$ cat config.mk
export PLATFORM = sky130hd
export DESIGN_NAME = arm_multicycle_ctrl
export DESIGN_NICKNAME = d
export VERILOG_FILES = /design/src/rtl/arm_multicycle_ctrl.sv
export SDC_FILE = /design/constraint.sdc
export NUM_CORES = 1
export LEC_CHECK = 0
export CAP_MARGIN = 15
export CORE_MARGIN = 2
export CORE_UTILIZATION = 40
export DETAILED_ROUTE_END_ITERATION = 12
export PLACE_DENSITY = 0.69
export SLEW_MARGIN = 20
export SYNTH_ARGS = -nofsm -noshare
export SYNTH_HDL_FRONTEND = slang
export SYNTH_SLANG_ARGS = --single-unit
export TNS_END_PERCENT = 50
$ cat constraint.sdc
create_clock -name clk -period 2.1 [get_ports clk]
set_input_delay 0.42 -clock clk [delete_from_list [all_inputs] [get_ports clk]]
set_output_delay 0.42 -clock clk [all_outputs]
set_load 0.01 [all_outputs]
$ cat src/rtl/arm_multicycle_ctrl.sv
// Multicycle main controller for an ARM subset (ADD/SUB/AND/ORR, LDR/STR, B).
// Sequences a shared ALU/memory datapath, owns the NZCV register and the
// condition check, and bounds every memory handshake with a wait counter.
// Control outputs are registered from the next state so they line up with
// the state they belong to. Two terms need the handshake of the current
// cycle: the fetch strobes (ir_write and the fetch part of pc_write), which
// are qualified by mem_ready, and imm_src in DECODE, which follows the
// freshly latched op field.
module arm_multicycle_ctrl #(
   parameter int unsigned MEM_TIMEOUT = 15
) (
   input  logic       clk,
   input  logic       reset_n,
   input  logic [3:0] cond,
   input  logic [1:0] op,
   input  logic [5:0] funct,
   input  logic [3:0] rd,
   input  logic [3:0] alu_flags,
   input  logic       mem_ready,
   output logic       mem_req,
   output logic       mem_write,
   output logic       adr_src,
   output logic       ir_write,
   output logic       pc_write,
   output logic       reg_write,
   output logic       alu_src_a,
   output logic [1:0] alu_src_b,
   output logic [1:0] result_src,
   output logic [1:0] imm_src,
   output logic [1:0] reg_src,
   output logic [1:0] alu_control,
   output logic [3:0] flags,
   output logic       mem_err
);

   localparam int unsigned WAIT_W = 8;
   localparam int unsigned CMD_W  = 4;
   localparam int unsigned SEL_W  = 2;
   localparam int unsigned REG_W  = 4;

   localparam logic [WAIT_W-1:0] WAIT_LIMIT = WAIT_W'(MEM_TIMEOUT);

   localparam logic [CMD_W-1:0] CMD_AND = CMD_W'(4'b0000);
   localparam logic [CMD_W-1:0] CMD_SUB = CMD_W'(4'b0010);
   localparam logic [CMD_W-1:0] CMD_ADD = CMD_W'(4'b0100);
   localparam logic [CMD_W-1:0] CMD_ORR = CMD_W'(4'b1100);

   localparam logic [SEL_W-1:0] ALU_ADD = SEL_W'(2'b00);
   localparam logic [SEL_W-1:0] ALU_SUB = SEL_W'(2'b01);
   localparam logic [SEL_W-1:0] ALU_ORR = SEL_W'(2'b10);
   localparam logic [SEL_W-1:0] ALU_AND = SEL_W'(2'b11);

   localparam logic [REG_W-1:0] REG_PC = REG_W'(4'hF);

   typedef enum logic [3:0] {
      S_FETCH  = 4'd0,
      S_DECODE = 4'd1,
      S_MEMADR = 4'd2,
      S_MEMRD  = 4'd3,
      S_MEMWB  = 4'd4,
      S_MEMWR  = 4'd5,
      S_EXECR  = 4'd6,
      S_EXECI  = 4'd7,
      S_ALUWB  = 4'd8,
      S_BRANCH = 4'd9
   } state_t;

   state_t            state_q, state_d;
   logic [3:0]        flags_q, flags_d;
   logic              cond_ex_q, cond_ex_d;
   logic [WAIT_W-1:0] wait_q, wait_d;

   logic              mem_req_q, mem_req_d;
   logic              mem_write_q, mem_write_d;
   logic              adr_src_q, adr_src_d;
   logic              pc_write_q, pc_write_d;
   logic              reg_write_q, reg_write_d;
   logic              alu_src_a_q, alu_src_a_d;
   logic [1:0]        alu_src_b_q, alu_src_b_d;
   logic [1:0]        result_src_q, result_src_d;
   logic [1:0]        imm_src_q, imm_src_d;
   logic [1:0]        reg_src_q, reg_src_d;
   logic [1:0]        alu_control_q, alu_control_d;
   logic              mem_err_q, mem_err_d;

   logic              cmd_ok;
   logic              cmd_arith;
   logic [SEL_W-1:0]  alu_sel;
   logic              mem_done;
   logic              mem_wait;
   logic              timeout;
   logic              fetch_done;

   // ARM condition field against the current NZCV; 1111 never executes
   function automatic logic cond_pass(input logic [3:0] c, input logic [3:0] f);
      logic n, z, cy, v;
      logic pass;
      {n, z, cy, v} = f;
      pass = 1'b0;
      case (c)
         4'b0000: pass = z;
         4'b0001: pass = !z;
         4'b0010: pass = cy;
         4'b0011: pass = !cy;
         4'b0100: pass = n;
         4'b0101: pass = !n;
         4'b0110: pass = v;
         4'b0111: pass = !v;
         4'b1000: pass = cy && !z;
         4'b1001: pass = !cy || z;
         4'b1010: pass = (n == v);
         4'b1011: pass = (n != v);
         4'b1100: pass = !z && (n == v);
         4'b1101: pass = z || (n != v);
         4'b1110: pass = 1'b1;
         default: pass = 1'b0;
      endcase
      return pass;
   endfunction

   // Data-processing command decode; unsupported commands select ADD and flag invalid
   always_comb begin
      cmd_ok    = 1'b0;
      cmd_arith = 1'b0;
      alu_sel   = ALU_ADD;
      case (funct[4:1])
         CMD_ADD: begin cmd_ok = 1'b1; cmd_arith = 1'b1; alu_sel = ALU_ADD; end
         CMD_SUB: begin cmd_ok = 1'b1; cmd_arith = 1'b1; alu_sel = ALU_SUB; end
         CMD_AND: begin cmd_ok = 1'b1; alu_sel = ALU_AND; end
         CMD_ORR: begin cmd_ok = 1'b1; alu_sel = ALU_ORR; end
         default: ;
      endcase
   end

   // Handshake qualifiers; a request only counts once mem_req is actually driven
   assign mem_done   = mem_req_q && mem_ready;
   assign mem_wait   = mem_req_q && !mem_ready;
   assign timeout    = mem_wait && (wait_q >= WAIT_LIMIT);
   assign fetch_done = (state_q == S_FETCH) && mem_done;

   // Next state, flag/condition bookkeeping, wait counter and next-cycle outputs
   always_comb begin
      state_d       = state_q;
      flags_d       = flags_q;
      cond_ex_d     = cond_ex_q;
      wait_d        = wait_q;
      mem_err_d     = 1'b0;
      mem_req_d     = 1'b0;
      mem_write_d   = 1'b0;
      adr_src_d     = 1'b0;
      pc_write_d    = 1'b0;
      reg_write_d   = 1'b0;
      alu_src_a_d   = 1'b0;
      alu_src_b_d   = 2'b00;
      result_src_d  = 2'b00;
      imm_src_d     = 2'b00;
      reg_src_d     = 2'b00;
      alu_control_d = ALU_ADD;

      unique case (state_q)
         S_FETCH: begin
            if (mem_done) begin
               state_d = S_DECODE;
            end else if (timeout) begin
               state_d   = S_FETCH;
               mem_err_d = 1'b1;
            end
         end
         S_DECODE: begin
            cond_ex_d = cond_pass(cond, flags_q);
            unique case (op)
               2'b00:   state_d = funct[5] ? S_EXECI : S_EXECR;
               2'b01:   state_d = S_MEMADR;
               2'b10:   state_d = S_BRANCH;
               default: state_d = S_FETCH;
            endcase
         end
         S_MEMADR: begin
            state_d = funct[0] ? S_MEMRD : S_MEMWR;
         end
         S_MEMRD: begin
            if (mem_done) begin
               state_d = S_MEMWB;
            end else if (timeout) begin
               state_d   = S_FETCH;
               mem_err_d = 1'b1;
            end
         end
         S_MEMWR: begin
            if (mem_done) begin
               state_d = S_FETCH;
            end else if (timeout) begin
               state_d   = S_FETCH;
               mem_err_d = 1'b1;
            end
         end
         S_EXECR, S_EXECI: begin
            if (cmd_ok) begin
               state_d = S_ALUWB;
               if (funct[0] && cond_ex_q) begin
                  flags_d[3:2] = alu_flags[3:2];
                  if (cmd_arith) begin
                     flags_d[1:0] = alu_flags[1:0];
                  end
               end
            end else begin
               cond_ex_d = 1'b0;
               state_d   = S_FETCH;
            end
         end
         S_MEMWB, S_ALUWB, S_BRANCH: begin
            state_d = S_FETCH;
         end
         default: begin
            state_d = S_FETCH;
         end
      endcase

      // Wait counter restarts on every state entry (including a timeout re-fetch)
      if ((state_d != state_q) || timeout) begin
         wait_d = '0;
      end else if (mem_wait) begin
         wait_d = wait_q + WAIT_W'(1);
      end

      // Control word for the state being entered
      unique case (state_d)
         S_FETCH: begin
            mem_req_d    = 1'b1;
            alu_src_a_d  = 1'b1;
            alu_src_b_d  = 2'b10;
            result_src_d = 2'b10;
         end
         S_DECODE: begin
            alu_src_a_d = 1'b1;
            alu_src_b_d = 2'b10;
         end
         S_MEMADR: begin
            alu_src_b_d = 2'b01;
            imm_src_d   = 2'b01;
         end
         S_MEMRD: begin
            mem_req_d = 1'b1;
            adr_src_d = 1'b1;
         end
         S_MEMWB: begin
            result_src_d = 2'b01;
            if (rd == REG_PC) begin
               pc_write_d = cond_ex_d;
            end else begin
               reg_write_d = cond_ex_d;
            end
         end
         S_MEMWR: begin
            mem_req_d   = 1'b1;
            mem_write_d = 1'b1;
            adr_src_d   = 1'b1;
            reg_src_d   = 2'b10;
         end
         S_EXECR: begin
            alu_control_d = alu_sel;
         end
         S_EXECI: begin
            alu_src_b_d   = 2'b01;
            alu_control_d = alu_sel;
         end
         S_ALUWB: begin
            reg_write_d = cond_ex_d && (rd != REG_PC);
            pc_write_d  = cond_ex_d && (rd == REG_PC);
         end
         S_BRANCH: begin
            imm_src_d    = 2'b10;
            alu_src_b_d  = 2'b01;
            result_src_d = 2'b10;
            reg_src_d    = 2'b01;
            pc_write_d   = cond_ex_d;
         end
         default: ;
      endcase
   end

   // State, flags and registered control word; reset abandons any access in flight
   always_ff @(posedge clk or negedge reset_n) begin
      if (!reset_n) begin
         state_q       <= S_FETCH;
         flags_q       <= '0;
         cond_ex_q     <= 1'b0;
         wait_q        <= '0;
         mem_req_q     <= 1'b0;
         mem_write_q   <= 1'b0;
         adr_src_q     <= 1'b0;
         pc_write_q    <= 1'b0;
         reg_write_q   <= 1'b0;
         alu_src_a_q   <= 1'b0;
         alu_src_b_q   <= 2'b00;
         result_src_q  <= 2'b00;
         imm_src_q     <= 2'b00;
         reg_src_q     <= 2'b00;
         alu_control_q <= 2'b00;
         mem_err_q     <= 1'b0;
      end else begin
         state_q       <= state_d;
         flags_q       <= flags_d;
         cond_ex_q     <= cond_ex_d;
         wait_q        <= wait_d;
         mem_req_q     <= mem_req_d;
         mem_write_q   <= mem_write_d;
         adr_src_q     <= adr_src_d;
         pc_write_q    <= pc_write_d;
         reg_write_q   <= reg_write_d;
         alu_src_a_q   <= alu_src_a_d;
         alu_src_b_q   <= alu_src_b_d;
         result_src_q  <= result_src_d;
         imm_src_q     <= imm_src_d;
         reg_src_q     <= reg_src_d;
         alu_control_q <= alu_control_d;
         mem_err_q     <= mem_err_d;
      end
   end

   // Output map; fetch strobes fire in the cycle the instruction word arrives
   assign mem_req     = mem_req_q;
   assign mem_write   = mem_write_q;
   assign adr_src     = adr_src_q;
   assign ir_write    = fetch_done;
   assign pc_write    = pc_write_q || fetch_done;
   assign reg_write   = reg_write_q;
   assign alu_src_a   = alu_src_a_q;
   assign alu_src_b   = alu_src_b_q;
   assign result_src  = result_src_q;
   assign imm_src     = (state_q == S_DECODE) ? op : imm_src_q;
   assign reg_src     = reg_src_q;
   assign alu_control = alu_control_q;
   assign flags       = flags_q;
   assign mem_err     = mem_err_q;

endmodule
== Word level (Yosys, flattened, before mapping) ==
Index checks and enable logic that the tools add are counted.

* Bits in registers: 34
* Input bits: 23
* Output and inout port bits: 22
* Word-level logic and storage cells: 128

* Add/sub/neg operators: 1
* Magnitude comparators: 1
* Eq/ne operators: 39
* Multiplexer cells: 34
* Reductions and logical operators: 36

{| class="wikitable"
|+ Operators with widths
! cell !! count
|-
| == test 4 x 3 -> 1 bit, second input constant || 12
|-
| == test 4 bit, second input constant || 11
|-
| == test 4 x 2 -> 1 bit, second input constant || 7
|-
| case mux 4 bit (6 select lines) || 1
|-
| two-way mux 4 bit || 5
|-
| zero test 4 bit || 4
|-
| two-way mux 8 bit || 2
|-
| case mux 2 bit (2 select lines) || 4
|-
| case mux 1 bit (15 select lines) || 1
|-
| two-way mux 1 bit || 13
|-
| == test 4 x 1 -> 1 bit, second input constant || 3
|-
| case mux 4 bit (3 select lines) || 1
|-
| OR reduction 2 bit || 6
|-
| logical AND 1 bit || 9
|-
| OR reduction 3 bit || 3
|-
| adder 8 x 1 -> 8 bit, second input constant || 1
|-
| >= comparator 8 x 4 -> 1 bit, second input constant || 1
|-
| case mux 2 bit (3 select lines) || 1
|-
| zero test 1 bit || 5
|-
| logical OR 1 bit || 4
|-
| two-way mux 2 bit || 2
|-
| != test 4 bit || 1
|-
| != test 4 bit, second input constant || 1
|-
| case mux 1 bit (2 select lines) || 2
|-
| other kinds (11) || 11
|}

== Depth between registers and ports, before layout ==
Gate-level depths: netlist of the first run.

* Word-level depth: 9
* Depth in mapped cells: 7
* Mapped depth without buffers: 7

== Worst setup path before layout of the first run ==
Ideal clock, no wire load.

* Path kind: reg2reg
* From: register state_q[1]
* To: register alu_src_b_q[0], in the netlist alu_src_b[0]
* Data arrival time: 2.000 ns
* Setup slack: -0.031 ns
* Stages on the path, launching flop included: 7
* Path buffers: 0
* Cell sequence: dfrtp_1 > or4b_4 > or3_4 > o31ai_4 > nor2_2 > and3_4 > or3_1

* Longest elaborated chain between the ends: 6
* Elaborated cells on any way between the ends: 21
* Those cells by class: 10 x eq/ne; 6 x mux; 5 x reduce/logical

{| class="wikitable"
|+ RTL lines
! what !! RTL line !! text
|-
| start: declaration || 68 || <nowiki>state_t state_q, state_d;</nowiki>
|-
| start signal: assignment || 302 || <nowiki>state_q <= state_d;</nowiki>
|-
| == test 4 x 3 -> 1 bit || 160 || <nowiki>unique case (state_q)</nowiki>
|-
| OR reduction 2 bit || 160 ||
|-
| case mux 4 bit (6 select lines) * || 160 ||
|-
| named net state_d[3] || 68 ||
|-
| == test 4 x 3 -> 1 bit, or another cell as far along || 227 || <nowiki>unique case (state_d)</nowiki>
|-
| OR reduction 3 bit (no line) or OR reduction 2 bit (tied branches) || -- ||
|-
| case mux 2 bit (2 select lines) * || 227 ||
|-
| named net alu_src_b_d[0] || 79 || <nowiki>logic [1:0] alu_src_b_q, alu_src_b_d;</nowiki>
|-
| end signal: assignment || 312 || <nowiki>alu_src_b_q <= alu_src_b_d;</nowiki>
|-
| end: declaration || 79 ||
|}

The timed path passes the listed nets; every way through them passes the cells marked *.
A chain may end at the register's enable or synchronous reset.

== Worst setup path in the final report of the first run ==
* From: register state_q[3]
* To: register alu_src_b_q[0], in the netlist alu_src_b[0]

* Longest elaborated chain between the ends: 6
* Elaborated cells on any way between the ends: 21
* Those cells by class: 10 x eq/ne; 6 x mux; 5 x reduce/logical

{| class="wikitable"
|+ RTL lines
! what !! RTL line
|-
| == test 4 x 3 -> 1 bit or two-way mux 4 bit (tied branches) || --
|-
| OR reduction 2 bit, or another cell as far along || 160
|-
| case mux 4 bit (6 select lines) * || 160
|-
| named net state_d[3] || 68
|-
| == test 4 x 3 -> 1 bit, or another cell as far along || 227
|-
| OR reduction 3 bit (no line) or OR reduction 2 bit (tied branches) || --
|-
| case mux 2 bit (2 select lines) * || 227
|-
| named net alu_src_b_d[0] || 79
|}

Marked as above.

==> metrics.md, run 1 <==
| Metric | Value |
|---|---|
| Outcome | finished, violations left |
| Violated checks | negative setup slack |
| Pre-Repair DR Iteration Count | 4 |
| Layout cells sized above 1 | 0.271 |
| Syn Std Cell Area | around 1900 um2 |
| Clock Pin Slew Worst Setup and Hold Paths | 0.07 ns |
| Clk_skew | between 0.005 and 0.006 ns |
| H-tree levels | 2 |
| WP data required | roughly 2.3 ns |
| Tmin final | approximately 2.2 ns |
| RSZ-0062 raised after global routing | true |
| Routability cong. | around 0.82 |
| CP Max Fanout | 3 |
| Net switching power of the design | around 1.1 mW |
| Initial antenna violation count | 0 |
| PD cells | approximately 1100 nW/um2 |
| Syn nets | between 200 and 250 |
| Critical path class | reg -> reg |
| Register area share after synthesis | 0.452 |
| Switching Share | 0.372 |
| Via Count | about 1,700 |
| Grt total ovfl | 0 |
| Critical path arrival | roughly 2.4 ns |
| Power, Total | about 3.0 mW |
| Rel. slew slack | 0.713 |
| CP endpoint kind | flip-flop |
| Leakage power | about 1.3 nW |
| First-pass GRT wire length | 7870 um |
| Max-Cap Viols | 0 |
| Detailed placer's ending HPWL | about 3400 um |
| Diodes inserted | 0 |
| Number of setup violations in the final report | 2 |
| Clock buffer count from CTS | 5 |
| Reg2reg start | state_q[3]$_DFF_PN0_ |
| Max Freq | roughly 450 MHz |
| Final antenna-violating net count | 0 |
| Core ar. | around 4400 um2 |
| Clock power share | 0.171 |
| Number of flops mapped to enable cells by yosys | 0 |
| Die Ht | around 73 um |
| CTS tree | done |
| CTS max path bufs | 2 |
| Drc violations | 0 |
| Synthesized area per cell | ~10 um2 |
| Clk Latency, worst-skew pair | about 0.29 ns |
| Area delta synth->final | 47.5% |
| Iteration-0 DRC Markers | ~130 |
| FF+latch count, synth | 34 |
| Cell Int Power | approximately 1.9 mW |
| Asr flop ratio synth | 1.00 |
| DP Cell Count | 313 |
| Largest net degree at the start of global routing | 35 |
| Vias in the first global route | 1,682 |
| Tcrit/Tclk final | 1.06 |
| Aggregate routed wire length | roughly 4700 um |
| CP startpoint kind | flip-flop |
| Layout Nets | between 200 and 300 |
| Num rows | 24 |
| Gr usage total | 0.197 |
| Sequential share of power | 0.298 |
| Crit path max-delay family | simple AND/OR/NAND/NOR gates |
| Cell count after synthesis | about 190 |
| Slowest CP cell | or4b_4 |
| Via/cell ratio | around 5.3 |
| Die span in x | 72.6 um |
| CTS root buffer | clkbuf_8 |
| Distinct cells, synth | 50 |
| Critical path launch point | state_q[3]$_DFF_PN0_ |
| Worst Tran Pin Value | 0.431 ns |
| Critical-path cell list | or4b_4 -> buf_6 -> or3_4 -> o31ai_4 -> nor2_2 -> and3_4 -> or3_1 |
| Max stage delay on crit path | 0.55 ns |
| Setup WS post-layout | -0.117 ns |
| Comb pwr share | 0.532 |
| Worst min-delay path category | in -> async |
| Top-Level Pins | 45 |
| Maximum vdd drop | 0.793 mV |
| Total die area | between 5000 and 6000 um2 |
| Non-filler instance count after layout | 325 |
| Post-synth top flop | dfrtp_1 |
| PortBufs | 44 |
| Num Clock Sinks | 34 |
| Pins Over Slew Limit | 0 |
| WL/cell | around 15 um |
| Crit path buffers/inverters | 1 |
| Final TNS setup | -0.232 ns |
| Initial Utilization | 0.424 |
| Hold Vio Cnt, Final | 0 |
| Setup slack, reg-to-reg | -0.12 ns |
| Synth warnings | 0 |
worst reg2reg max path, delay by kind of cell (launching register included):
| family | cells | cell delay [ns] |
|---|---|---|
| DFF | 1 | 0.39 |
| and+or+nand+nor | 5 | 1.49 |
| buffers and inverters | 1 | 0.14 |
| AOI/OAI and AO/OA | 1 | 0.08 |
final cells by class:
type	count	area [um2]
Clock buffer	6	82.6
Clock inverter	2	12.5
Fill cell	384	1670
Inverter	9	33.8
Multi-Input combinational cell	137	995
Sequential cell	34	851
Tap cell	52	65.1
Timing Repair Buffer	85	739
synth_stat cells (all sizes together), types with 6 or more instances:
cell,instances,area [um2]
dfrtp,34,851
nor2,21,81.3
nand2,16,60.1
inv,9,33.8
xnor2,7,61.3
clkbuf,6,22.5
nor2b,6,37.5
nor4,6,37.5
or3,6,42.5
xor2,6,52.6
cells by family after synthesis:
group	Yosys count	synth area share
compound gates	36	0.161
xor+xnor	13	0.0604
fa+ha+maj	1	0.00664
buf+inv	18	0.0378
flops	34	0.452
mux	7	0.0405
simple gates	80	0.242
per-layer routing:
metal  vias up  part of all wire  GRT usage
li1        852                 -          -
met1       809              0.45      0.257
met2        52              0.49      0.316
met3         8             0.051     0.0497
met4         0             0.016     0.0761
met5         -                 0          0
what timing repair did:
action | 4_1_cts | 5_1_grt
buffers inserted | 2 | 2
hold buffers | 0 | 0
pin swaps | 4 | 6
setup endpoints to repair | 15 | 16
resized for setup | 14 | 8
power by group through the flow:
stage | combinational [mW] | sequential (mW) | clock [mW]
floorplan | 0.739 | 0.934 | 0
global placement | 1.45 | 0.885 | 0
detailed placement | 1.47 | 0.891 | 0
CTS | 1.53 | 0.883 | 0.518
global route | 1.73 | 0.899 | 0.546
finish | 1.58 | 0.885 | 0.507
sequential cells by signal, indices dropped and copies added, names as in the netlist:
| register | flops |
|---|---|
| wait_q | 8 |
| flags | 4 |
| state_q | 4 |
| alu_control | 2 |
| alu_src_b | 2 |
| imm_src_q | 2 |
| reg_src | 2 |
| result_src | 2 |
| adr_src | 1 |
| alu_src_a | 1 |
| cond_ex_q | 1 |
| mem_err | 1 |
| mem_req | 1 |
| mem_write | 1 |
| pc_write_q | 1 |
| reg_write | 1 |
path summary, 6_finish.rpt:
path	end	cells past startpoint
worst max register to register	alu_src_b[0]$_DFF_PN0_	7
worst min-delay path	wait_q[7]$_DFFE_PN0P_	2
min in group clk	wait_q[1]$_DFFE_PN0P_	2
worst max-delay path	alu_src_b[0]$_DFF_PN0_	7
max in group asynchronous	wait_q[0]$_DFFE_PN0P_	2
worst min register to register	wait_q[1]$_DFFE_PN0P_	2
per-stage QoR:
step	worst slack (ns)	cell area [um2]	util	hold WS (ns)
3_3_place_gp	-0.316	2630	0.592	0.535
3_5_place_dp	-0.300	2630	0.592	0.548
5_1_grt	-0.180	2780	0.625	0.567
2_1_floorplan	-0.0103	1880	-	0.124
6_report	-0.117	2780	0.625	0.528
4_1_cts	-0.140	2750	0.620	0.548
placed cells by master, fill, tap and decap left out, drive strengths merged, types with 2 or more instances in the layout:
cell type	count
o21ai	5
nor3	2
nor2b	6
o21a	2
a21oi	5
dfrtp	34
o31ai	4
inv	9
a311oi	2
nand2	16
clkbuf	7
mux2i	2
nand4	3
or2	2
xor2	6
o211ai	3
and3	4
nor2	21
nor4	6
xnor2	7
or4b	2
mux2	5
or3	6
a31oi	3
nor3b	4
clkdlybuf4s50	40
buf	43
nor4b	3
Power figures use the tool's default switching activity.
==> run 2, diff against run 1 <==
--- a/config.mk
+++ b/config.mk
@@ -7,9 +7,9 @@
 export LEC_CHECK = 0
 export CAP_MARGIN = 15
 export CORE_MARGIN = 2
-export CORE_UTILIZATION = 40
+export CORE_UTILIZATION = 39
 export DETAILED_ROUTE_END_ITERATION = 12
-export PLACE_DENSITY = 0.69
+export PLACE_DENSITY = 0.68
 export SLEW_MARGIN = 20
 export SYNTH_ARGS = -nofsm -noshare
 export SYNTH_HDL_FRONTEND = slang
==> metrics.md, run 2 (synthesis gave the netlist of run 1 again) <==
| Metric | Value |
|---|---|
| Largest net degree at the start of global routing | 35 |
| End of the critical path | alu_src_b[0]$_DFF_PN0_ |
| Max-Cap Viols | 0 |
| Diodes inserted | 0 |
| Num rows | 25 |
| Number of setup violations in the final report | 0 |
| Layout Nets | just over 300 |
| Initial Utilization | 0.402 |
| Tcrit/Tclk final | 0.999 |
| Iteration-0 DRC Markers | 58 |
| PD cells | around 1000 nW/um2 |
| Initial antenna violation count | 0 |
| Grt total ovfl | 0 |
| Critical path launch point | state_q[2]$_DFF_PN0_ |
| CTS tree | done |
| Clock buffer count from CTS | 5 |
| Leakage power | between 1 and 1.5 nW |
| WP data required | between 2 and 2.5 ns |
| Die Ht | ~74 um |
| CP endpoint kind | flip-flop |
| Most frequent cells in the layout | buf_4, clkdlybuf4s50_1, dfrtp_1 |
| Critical path class | reg -> reg |
| Rel. slew slack | 0.710 |
| Final antenna-violating net count | 0 |
| Max Freq | 477 MHz |
| Reg with most FFs | wait_q |
| Power, Total | just under 3 mW |
| Drc violations | 0 |
| Critical path arrival | approximately 2.3 ns |
| CP Max Fanout | 5 |
| Commonest non-fill, non-tap cell in the layout | buf_4 |
| Detailed placer's ending HPWL | 3520 um |
| WL/cell | between 10 and 15 um |
| RSZ-0062 raised after global routing | true |
| Gr usage total | 0.188 |
| Clk_skew | approximately 0.0035 ns |
| Pre-Repair DR Iteration Count | 4 |
| Tmin final | 2.10 ns |
| Total die area | 5400 um2 |
| Num Clock Sinks | 34 |
| Via/cell ratio | 5.26 |
| Setup slack, reg-to-reg | between 0.002 and 0.0025 ns |
| Maximum vdd drop | ~0.96 mV |
| Clk Latency, worst-skew pair | a little under 0.3 ns |
| Hold Vio Cnt, Final | 0 |
| Pins Over Slew Limit | 0 |
| Reg2reg start | state_q[2]$_DFF_PN0_ |
| Layout cells sized above 1 | 0.283 |
| Core ar. | between 4000 and 5000 um2 |
| Via Count | about 1,800 |
| First-pass GRT wire length | 7790 um |
| Largest register FFs | 8 |
| Worst r2r dst | alu_src_b[0]$_DFF_PN0_ |
| DP Cell Count | 323 |
| Vias in the first global route | about 1,700 |
| Worst Tran Pin Value | about 0.44 ns |
| CTS root buffer | clkbuf_8 |
| CTS max path bufs | 2 |
| PortBufs | 44 |
| Aggregate routed wire length | around 4700 um |
| Top-Level Pins | 45 |
| Clock Pin Slew Worst Setup and Hold Paths | about 0.06 ns |
| H-tree levels | 2 |
| Fillers | 404 |
| Worst-case reg-to-reg path depth | 6 |
| Routability cong. | approximately 0.87 |
| CTS Hold Bufs | 0 |
| Non-filler instance count after layout | 333 |
| CP startpoint kind | flip-flop |
| Hold WS | 0.537 ns |
| Die span in x | between 70 and 80 um |
| Area delta synth->final | 50.3% |
| Worst min-delay path category | in -> async |
| Outcome | finished clean |
==> run 2: cell count changes in the layout (fill, tap and decap cells not counted) <==
cell	before	now
buf_4	39	45
dlygate4sd2_1	1	3
buf_2	2	1
clkbuf_1	0	1
clkdlybuf4s50_1	40	39
clkinvlp_4	1	0
o21a_1	2	1
o21a_4	0	1
==> run 2: how the worst min path moves through the flow <==
stage,end,cells after the start,slack (ns)
after floorplan,adr_src$_DFF_PN0_,0,0.12
after global placement,wait_q[3]$_DFFE_PN0P_,2,0.54
after detailed placement,wait_q[2]$_DFFE_PN0P_,2,0.55
after CTS,reg_src[0]$_DFF_PN0_,2,0.55
after global routing,reg_src[0]$_DFF_PN0_,2,0.60
final,reg_src[0]$_DFF_PN0_,2,0.54
==> run 2: worst max-delay path, stage by stage, from the launching register on <==
cell and delay [ns]:
dfrtp_1 0.38, or4b_4 0.58, or3_4 0.38, o31ai_4 0.08, nor2_2 0.08, and3_4 0.15
or3_1 0.33
==> run 2: metal layers <==
metal	track usage	up-vias	part of all wire
met4	0.0586	0	0.014
li1	-	863	-
met5	0	-	0
met3	0.0494	7	0.046
met2	0.300	40	0.48
met1	0.249	843	0.46
==> run 2: power by group <==
| part | internal [mW] | switching, mW | leakage, nW |
|---|---|---|---|
| Combinational | 0.779 | 0.771 | 0.806 |
| Sequential | 0.798 | 0.0837 | 0.456 |
| Clock | 0.264 | 0.228 | 0.0482 |
==> run 2: cell type report <==
cell class / count / area [um2] / area share
flip-flops and latches: 34 / 851 / 0.300
inverters: 9 / 33.8 / 0.0119
multi-input cells: 137 / 1000 / 0.354
clock inverters: 1 / 5.00 / 0.00177
clock buffers: 7 / 86.3 / 0.0305
repair buffers: 91 / 787 / 0.278
well taps: 54 / 67.6 / 0.0239
==> run 2: per-stage QoR <==
| step | setup TNS, ns | setup WS (ns) | utilization | instance area [um2] |
|---|---|---|---|---|
| 2_1_floorplan | -0.0103 | -0.0103 | - | 1880 |
| 3_3_place_gp | -3.19 | -0.271 | 0.574 | 2690 |
| 3_5_place_dp | -3.77 | -0.268 | 0.574 | 2690 |
| 4_1_cts | 0 | 0.00463 | 0.598 | 2810 |
| 5_1_grt | -0.183 | -0.0776 | 0.604 | 2830 |
| 6_report | 0 | 0.00215 | 0.604 | 2830 |
==> run 2: timing repair <==
| item | CTS | global route |
|---|---|---|
| gates resized for setup | 12 | 10 |
| endpoints found under the setup margin | 14 | 13 |
| buffers inserted | 2 | 0 |
| pin swaps | 3 | 7 |
